**config.mk**
```make
export PLATFORM = sky130hd
export DESIGN_NAME = pls_adapter
export DESIGN_NICKNAME = d
export VERILOG_FILES = /design/src/rtl/pls_adapter.sv
export SDC_FILE = /design/constraint.sdc
export NUM_CORES = 1
export LEC_CHECK = 0
export ABC_CLOCK_PERIOD_IN_PS = 8020
export BUFFER_PORTS_ARGS = -buffer_cell sky130_fd_sc_hd__buf_2
export CAP_MARGIN = 40
export CORE_MARGIN = 5
export CORE_UTILIZATION = 67
export DETAILED_ROUTE_END_ITERATION = 8
export PLACE_DENSITY = 0.85
export SETUP_SLACK_MARGIN = 0.15
export SYNTH_ARGS = -nofsm -noshare
export SYNTH_HDL_FRONTEND = slang
export SYNTH_SLANG_ARGS = --single-unit
export TNS_END_PERCENT = 1
```
**constraint.sdc**
```tcl
create_clock -name in_clock -period 8.02 [get_ports in_clock]
set_input_delay 1.203 -clock in_clock [delete_from_list [all_inputs] [get_ports in_clock]]
set_output_delay 1.203 -clock in_clock [all_outputs]
set_load 0.02 [all_outputs]
```
**src/rtl/pls_adapter.sv**
```systemverilog
// pls_adapter: adapts the local-move probability Pls from windowed acceptance statistics
module pls_adapter #(
  parameter logic [7:0] PLS_INIT    = 8'd50,
  parameter logic [7:0] PLS_STEP    = 8'd4,
  parameter logic [7:0] PLS_MIN     = 8'd8,
  parameter logic [7:0] PLS_MAX     = 8'd248,
  parameter int         WINDOW_LOG2 = 4
) (
  input  logic       in_clock,
  input  logic       in_reset_n,
  input  logic       in_enable,
  input  logic       in_move_valid,
  input  logic       in_move_is_local,
  input  logic       in_move_accepted,
  output logic       out_ready,
  output logic [7:0] out_Pls,
  output logic       out_pls_updated
);
  localparam int CW = WINDOW_LOG2 + 1;
  localparam int PW = 2 * CW;
  typedef enum logic [1:0] {IDLE, COLLECT, COMPARE, UPDATE} state_t;
  state_t state_q, state_d;
  logic [CW-1:0] la_q, la_d, lc_q, lc_d, ga_q, ga_d, gc_q, gc_d;
  logic [PW-1:0] a_q, a_d, b_q, b_d;
  logic [7:0] pls_q, pls_d, pls_inc, pls_dec, pls_new;
  logic upd_q, upd_d, take, last;
  logic [CW-1:0] total;
  logic [8:0] up, dn;
  assign out_ready       = state_q == COLLECT;
  assign out_Pls         = pls_q;
  assign out_pls_updated = upd_q;
  assign take  = out_ready & in_enable & in_move_valid;
  assign total = la_q + ga_q;
  assign last  = take && total == CW'((1 << WINDOW_LOG2) - 1);
  // 9-bit arithmetic so neither direction can wrap before clamping
  assign up      = {1'b0, pls_q} + {1'b0, PLS_STEP};
  assign dn      = {1'b0, pls_q} - {1'b0, PLS_STEP};
  assign pls_inc = up > {1'b0, PLS_MAX} ? PLS_MAX : up[7:0];
  assign pls_dec = (dn[8] || dn < {1'b0, PLS_MIN}) ? PLS_MIN : dn[7:0];
  assign pls_new = (la_q == '0 || ga_q == '0 || a_q == b_q) ? pls_q :
                   a_q > b_q ? pls_inc : pls_dec;
  // next-state logic: count moves, form cross products, apply the step decision
  always_comb begin
    state_d = state_q;
    la_d    = la_q;
    lc_d    = lc_q;
    ga_d    = ga_q;
    gc_d    = gc_q;
    a_d     = a_q;
    b_d     = b_q;
    pls_d   = pls_q;
    upd_d   = 1'b0;
    case (state_q)
      IDLE: state_d = in_enable ? COLLECT : IDLE;
      COLLECT: begin
        if (!in_enable) begin
          state_d = IDLE;
          la_d    = '0;
          lc_d    = '0;
          ga_d    = '0;
          gc_d    = '0;
        end else if (take) begin
          la_d    = la_q + CW'(in_move_is_local);
          lc_d    = lc_q + CW'(in_move_is_local & in_move_accepted);
          ga_d    = ga_q + CW'(!in_move_is_local);
          gc_d    = gc_q + CW'(!in_move_is_local & in_move_accepted);
          state_d = last ? COMPARE : COLLECT;
        end
      end
      COMPARE: begin
        a_d     = PW'(lc_q) * PW'(ga_q);
        b_d     = PW'(gc_q) * PW'(la_q);
        state_d = UPDATE;
      end
      UPDATE: begin
        pls_d   = pls_new;
        upd_d   = 1'b1;
        la_d    = '0;
        lc_d    = '0;
        ga_d    = '0;
        gc_d    = '0;
        state_d = in_enable ? COLLECT : IDLE;
      end
      default: state_d = IDLE;
    endcase
  end
  // state, counters, products and Pls register with asynchronous reset
  always_ff @(posedge in_clock or negedge in_reset_n) begin
    if (!in_reset_n) begin
      state_q <= IDLE;
      la_q    <= '0;
      lc_q    <= '0;
      ga_q    <= '0;
      gc_q    <= '0;
      a_q     <= '0;
      b_q     <= '0;
      pls_q   <= PLS_INIT;
      upd_q   <= 1'b0;
    end else begin
      state_q <= state_d;
      la_q    <= la_d;
      lc_q    <= lc_d;
      ga_q    <= ga_d;
      gc_q    <= gc_d;
      a_q     <= a_d;
      b_q     <= b_d;
      pls_q   <= pls_d;
      upd_q   <= upd_d;
    end
  end
endmodule
```
# --- Word level (Yosys, flattened, before mapping) ---
# Cells that the tools add are included.
totals:
  out_inout_bits: 10
  regBits: 51
  in_bits: 6
  wordCells: 65
op_classes:
  mux: 21
  n_eq_ne: 6
  reduce_logical: 12
  multipliers: 2
  n_addsub: 7
  magnitude_cmp: 3
  n_bitwise: 5
ops:
  columns: ["operator", "count"]
  rows:
  - ["two-way mux 5 bit", 8]
  - ["case mux 5 bit (2 select lines)", 4]
  - ["two-way mux 8 bit", 3]
  - ["adder 5 x 1 -> 5 bit", 4]
  - ["multiplier 5 x 5 -> 10 bit", 2]
  - ["equality test 10 bit", 1]
  - ["greater-than comparator 10 bit", 1]
  - ["zero test 5 bit", 2]
  - ["adder 8 x 3 -> 9 bit (second input constant)", 1]
  - ["greater-than comparator 9 x 8 -> 1 bit (second input constant)", 1]
  - ["< comparator 9 x 4 -> 1 bit (second input constant)", 1]
  - ["subtractor 8 x 3 -> 9 bit (second input constant)", 1]
  - ["two-way mux 2 bit", 3]
  - ["case mux 2 bit (3 select lines)", 1]
  - ["adder 5 bit", 1]
  - ["equality test 5 x 4 -> 1 bit (second input constant)", 1]
  - ["AND 1 bit", 4]
  - ["equality test 2 bit (second input constant)", 2]
  - ["AND reduction 2 bit", 2]
  - ["logical OR 1 bit", 3]
  - ["inequality test 3 x 2 -> 1 bit (second input constant)", 1]
  - ["equality test 2 x 1 -> 1 bit (second input constant)", 1]
  - ["zero test 2 bit", 1]
  - ["two-way mux 1 bit", 2]
  - ["other kinds (5)", 5]

# --- Logic depth before layout (Yosys ltp) ---
depth:
  depth_word: 8
  mapped_depth: 14
  depth_no_buf: 13

# --- Worst setup path after synthesis ---
# Ideal clock, no wire load.
synth_path:
  path_kind: "flip-flop to flip-flop"
  start: "register ga_q[4]"
  end: "register a_q[7]"
  n_path_buf: 1
  setup_ns: 0.120
  slack_ns: 4.403
  path_stages_with_launch: 13
  synth_period_minus_slack_ns: 3.617
  arrival_ns: 3.497
  required_time_ns: 7.900
  cell_sequence: "dfrtp_1 -> clkbuf_1 -> nand2_1 -> fa_1 -> fa_1 -> fa_1 -> inv_1 -> ha_1 -> a21oi_1 -> nor2b_1 -> o21a_1 -> or3_1 -> a31o_1"
synth_between:
  elab_chain_cells: 1
synth_lines:
  columns: ["element", "line", "rtl"]
  rows:
  - ["start, declared", "23", "logic [CW-1:0] la_q, la_d, lc_q, lc_d, ga_q, ga_d, gc_q, gc_d;"]
  - ["start signal, assigned", "103", "ga_q <= ga_d;"]
  - ["multiplier 5 x 5 -> 10 bit", "71", "a_d = PW'(lc_q) * PW'(ga_q);"]
  - ["end signal, assigned", "95", "a_q <= '0;"]
  - ["end signal, assigned", "105", "a_q <= a_d;"]
  - ["end, declared", "24", "logic [PW-1:0] a_q, a_d, b_q, b_d;"]
# No other way between the ends.
# A chain may end at the register's enable or synchronous reset.

# --- Worst setup path after layout ---
layout_path:
  start: "register la_q[3]"
  end: "register b_q[8]"
layout_between:
  elab_chain_cells: 1
layout_lines:
  columns: ["element", "line", "rtl"]
  rows:
  - ["start, declared", "23", null]
  - ["start signal, assigned", "101", "la_q <= la_d;"]
  - ["multiplier 5 x 5 -> 10 bit", "72", "b_d = PW'(gc_q) * PW'(la_q);"]
  - ["end signal, assigned", "96", "b_q <= '0;"]
  - ["end signal, assigned", "106", "b_q <= b_d;"]
  - ["end, declared", "24", null]
# No other way between the ends.

==> flow_summary.yaml <==
logic_synthesis:
  yosysSeqAreaShare_pct: 28.00
  synth_async_sr_flop_share_pct: 100.0
  synthFlopType: "dfrtp_1"
  synth.distinct_cells: 54
  synth_warnings: 0
  syn_avg_cell_area_um2: 9.018
  synth_edf_count: 0
  synth_seq_cells: 50
  synth_area_leaders: "dfrtp_1 (26%), ha_1 (18%), fa_1 (8.5%)"
  syn_inst: 497
  synthesis.area_um2: 4482
  syn_nets: 586
  yosysTopAreaCell: "dfrtp_1"
  synth_top_cell_area_share_pct: 26.24
pwr:
  power.density_nw_per_um2: 133.3
  p_leak_nw: 2.402
  ir_worst_vdd_v: 0.0001482
  sw_frac_of_total_pct: 34.07
  internal_power_uw: 412.0
  switchingPower_uw: 212.9
  p_clk_share_pct: 29.1
  seqPwrFrac_pct: 51.3
  combPwrFrac_pct: 19.5
clock_tree:
  hold_buffers: 0
  post_cts_buffers: 0
  cts_num_sinks: 50
  numCtsBuffers: 5
  tritoncts: "yes"
  clk_pin_slew_ps: 100
  cts_htree_levels: 2
  cts-resized-gates: 0
  ctsLongestPathBuffers: 2
  cts_root_buffer: "clkbuf_8"
  clk_latency_ps: 300
placed_design:
  routabilityCongestion: 0.9340
  portBuffers: 14
  dp.final_hpwl_mm: 7.240
finish:
  nFillCells: 450
  n_antenna_cell: 0
  layout_commonest_cell: "ha_1"
  multi_input_area_um2: 2974
  synthToLayoutAreaGrowth_pct: 4.606
  fin_nets: 588
  final_layout_size_suffix_gt1_share_pct: 8.400
  most-common-layout-cells: "ha_1 (64), nand2_1 (51), dfrtp_1 (47)"
  ff_latch_area_um2: 1255
worst_setup_path:
  ff2ff_setup_slack_ps: 4280
  crit_arrival_ps: 3920
  crit_path_start_kind: "flip-flop"
  crit_type: "reg2reg"
  setup.worst_path.start: "la_q[3]"
  critPathRequiredTime_ps: 8200
  reg2reg_depth: 12
  crit_path_max_fanout: 12
  critPathCapture: "b_q[8]"
  r2r-end: "b_q[8]"
  end_kind: "flip-flop"
  r2r_start: "la_q[3]"
sta:
  grt_setup_unrepaired: "false"
  setup_viol: 0
  hold_viol: 0
  skew_ps: 9.556
  hold_ws_ps: 507.4
  fin_crit_sh_pct: 46.69
  min_period_ps: 3745
  final_max_slew_viol_count: 0
  fin_tns_setup_ps: 0
  tightest_slew_ps: 823.1
  max_freq_mhz: 267.1
  maxSlewHeadroom_pct: 44.92
drt:
  num_vias: 3531
  drt-vias-per-instance: 6.120
  ant_nets: 0
  routed_wl_mm: 9.365
  drt-initial-drc-count: 224
  drt-pass1-iter-count: 4
  drcViolationCount: 0
  avgRoutedWirePerCell_um: 16.23
floorplanning:
  rows: 29
  die_x_um: 91.79
  start_util_pct: 69.78
  dieArea_um2: 8424
  die_y_um: 91.79
  num_io_pins: 16
  core_area_um2: 6422
global_routing:
  grt_max_degree: 35
  grt_pass1_vias: 3542
  antenna_found_initial: 0
  gr-usage-all-layers_pct: 23.54
  grt-ovfl-total: 0
  grt_pass1_wl_mm: 16.46
outcome:
  status: "complete, no violations"
worst_hold_path:
  hp-class: "reg2reg"
flow_run:
  cap_violations: 0
==> worst max-delay path, stage by stage, from the launching register on <==
cell	delay (ps)
dfrtp_1	570
nand2_1	140
fa_1	500
fa_1	550
inv_1	50
fa_1	480
ha_1	360
a21o_1	190
a21oi_1	260
o21bai_1	100
a21oi_1	190
xor2_1	160
mux2i_1	80
==> cells by family (layout without fill, tap and decap cells) <==
logic type / Yosys count / in the layout / share of synthesized area (%)
compound gates: 108 / 108 / 14.57
xor+xnor: 18 / 18 / 3.518
fa+ha+maj: 83 / 83 / 26.35
buf+inv: 61 / 64 / 5.639
flops: 50 / 50 / 28.00
mux: 10 / 10 / 2.401
other cells: 1 / 1 / 0.08367
simple gates: 166 / 166 / 19.43
==> worst min-delay path by stage <==
stage,from,endpoint,slack (ps),cells past startpoint
5_1_grt,out_Pls[1],out_Pls[1],520,1
2_1_floorplan,a_q[1],a_q[1],490,1
3_5_place_dp,out_Pls[1],out_Pls[1],490,1
6_report,out_Pls[1],out_Pls[1],510,1
4_1_cts,out_Pls[1],out_Pls[1],510,1
3_3_place_gp,out_Pls[1],out_Pls[1],480,1
==> area by class of cell <==
| cell class | instances | share of cell area [%] |
|---|---|---|
| Tap cell | 77 | 2.055 |
| Timing Repair Buffer | 18 | 2.349 |
| Sequential cell | 50 | 26.77 |
| Inverter | 38 | 3.042 |
| Clock inverter | 2 | 0.8006 |
| Clock buffer | 6 | 1.548 |
| Multi-Input combinational cell | 386 | 63.44 |
==> synthesized netlist by cell type, types with 4 or more instances <==
cell,number
mux2_2,6
a31oi_1,9
nand3_1,15
ha_1,64
o21ai_0,42
nor2b_1,10
a21o_1,9
dfrtp_1,47
xor2_1,4
xnor2_1,14
o21ai_1,4
clkbuf_1,14
fa_1,19
nor2_1,17
inv_1,38
nand2_1,51
buf_2,4
a21oi_1,20
nand4_1,13
nor3_1,7
mux2i_1,4
and2_1,34
==> flip-flops by register name, summed over array words and instances (netlist names) <==
| signal | count |
|---|---|
| la_q | 5 |
| out_Pls | 7 |
| gc_q | 5 |
| lc_q | 5 |
| state_q | 2 |
| b_q | 10 |
| a_q | 10 |
| ga_q | 5 |
| out_pls_updated | 1 |
==> layer usage <==
metal  vias to the layer above  routed length, um  track usage, %
met2                        98               4768           41.69
li1                       1720                  -               -
met1                      1700               4046           30.61
met4                         0                128           6.188
met3                        13                422           2.864
met5                         -                  0               0
==> stage by stage <==
step                cell area, um^2  total power, mW  std cells  util [%]  setup slack, ps
floorplan                      4482           0.3976        497         -             4403
global placement               4553           0.4349        567     70.89             4423
detailed placement             4578           0.4458        569     71.28             4323
CTS                            4688           0.6249        577     73.00             4322
global route                   4688           0.6625        577     73.00             4132
finish                         4688           0.6249        577     73.00             4275
==> power groups by stage <==
stage	Combinational, mW	Clock (mW)	Sequential [mW]
after floorplan	0.0939	0	0.304
after global placement	0.114	0	0.321
after detailed placement	0.122	0	0.324
after CTS	0.122	0.184	0.319
after global routing	0.139	0.197	0.326
final	0.122	0.182	0.321
(Power assumes the default switching activity.)
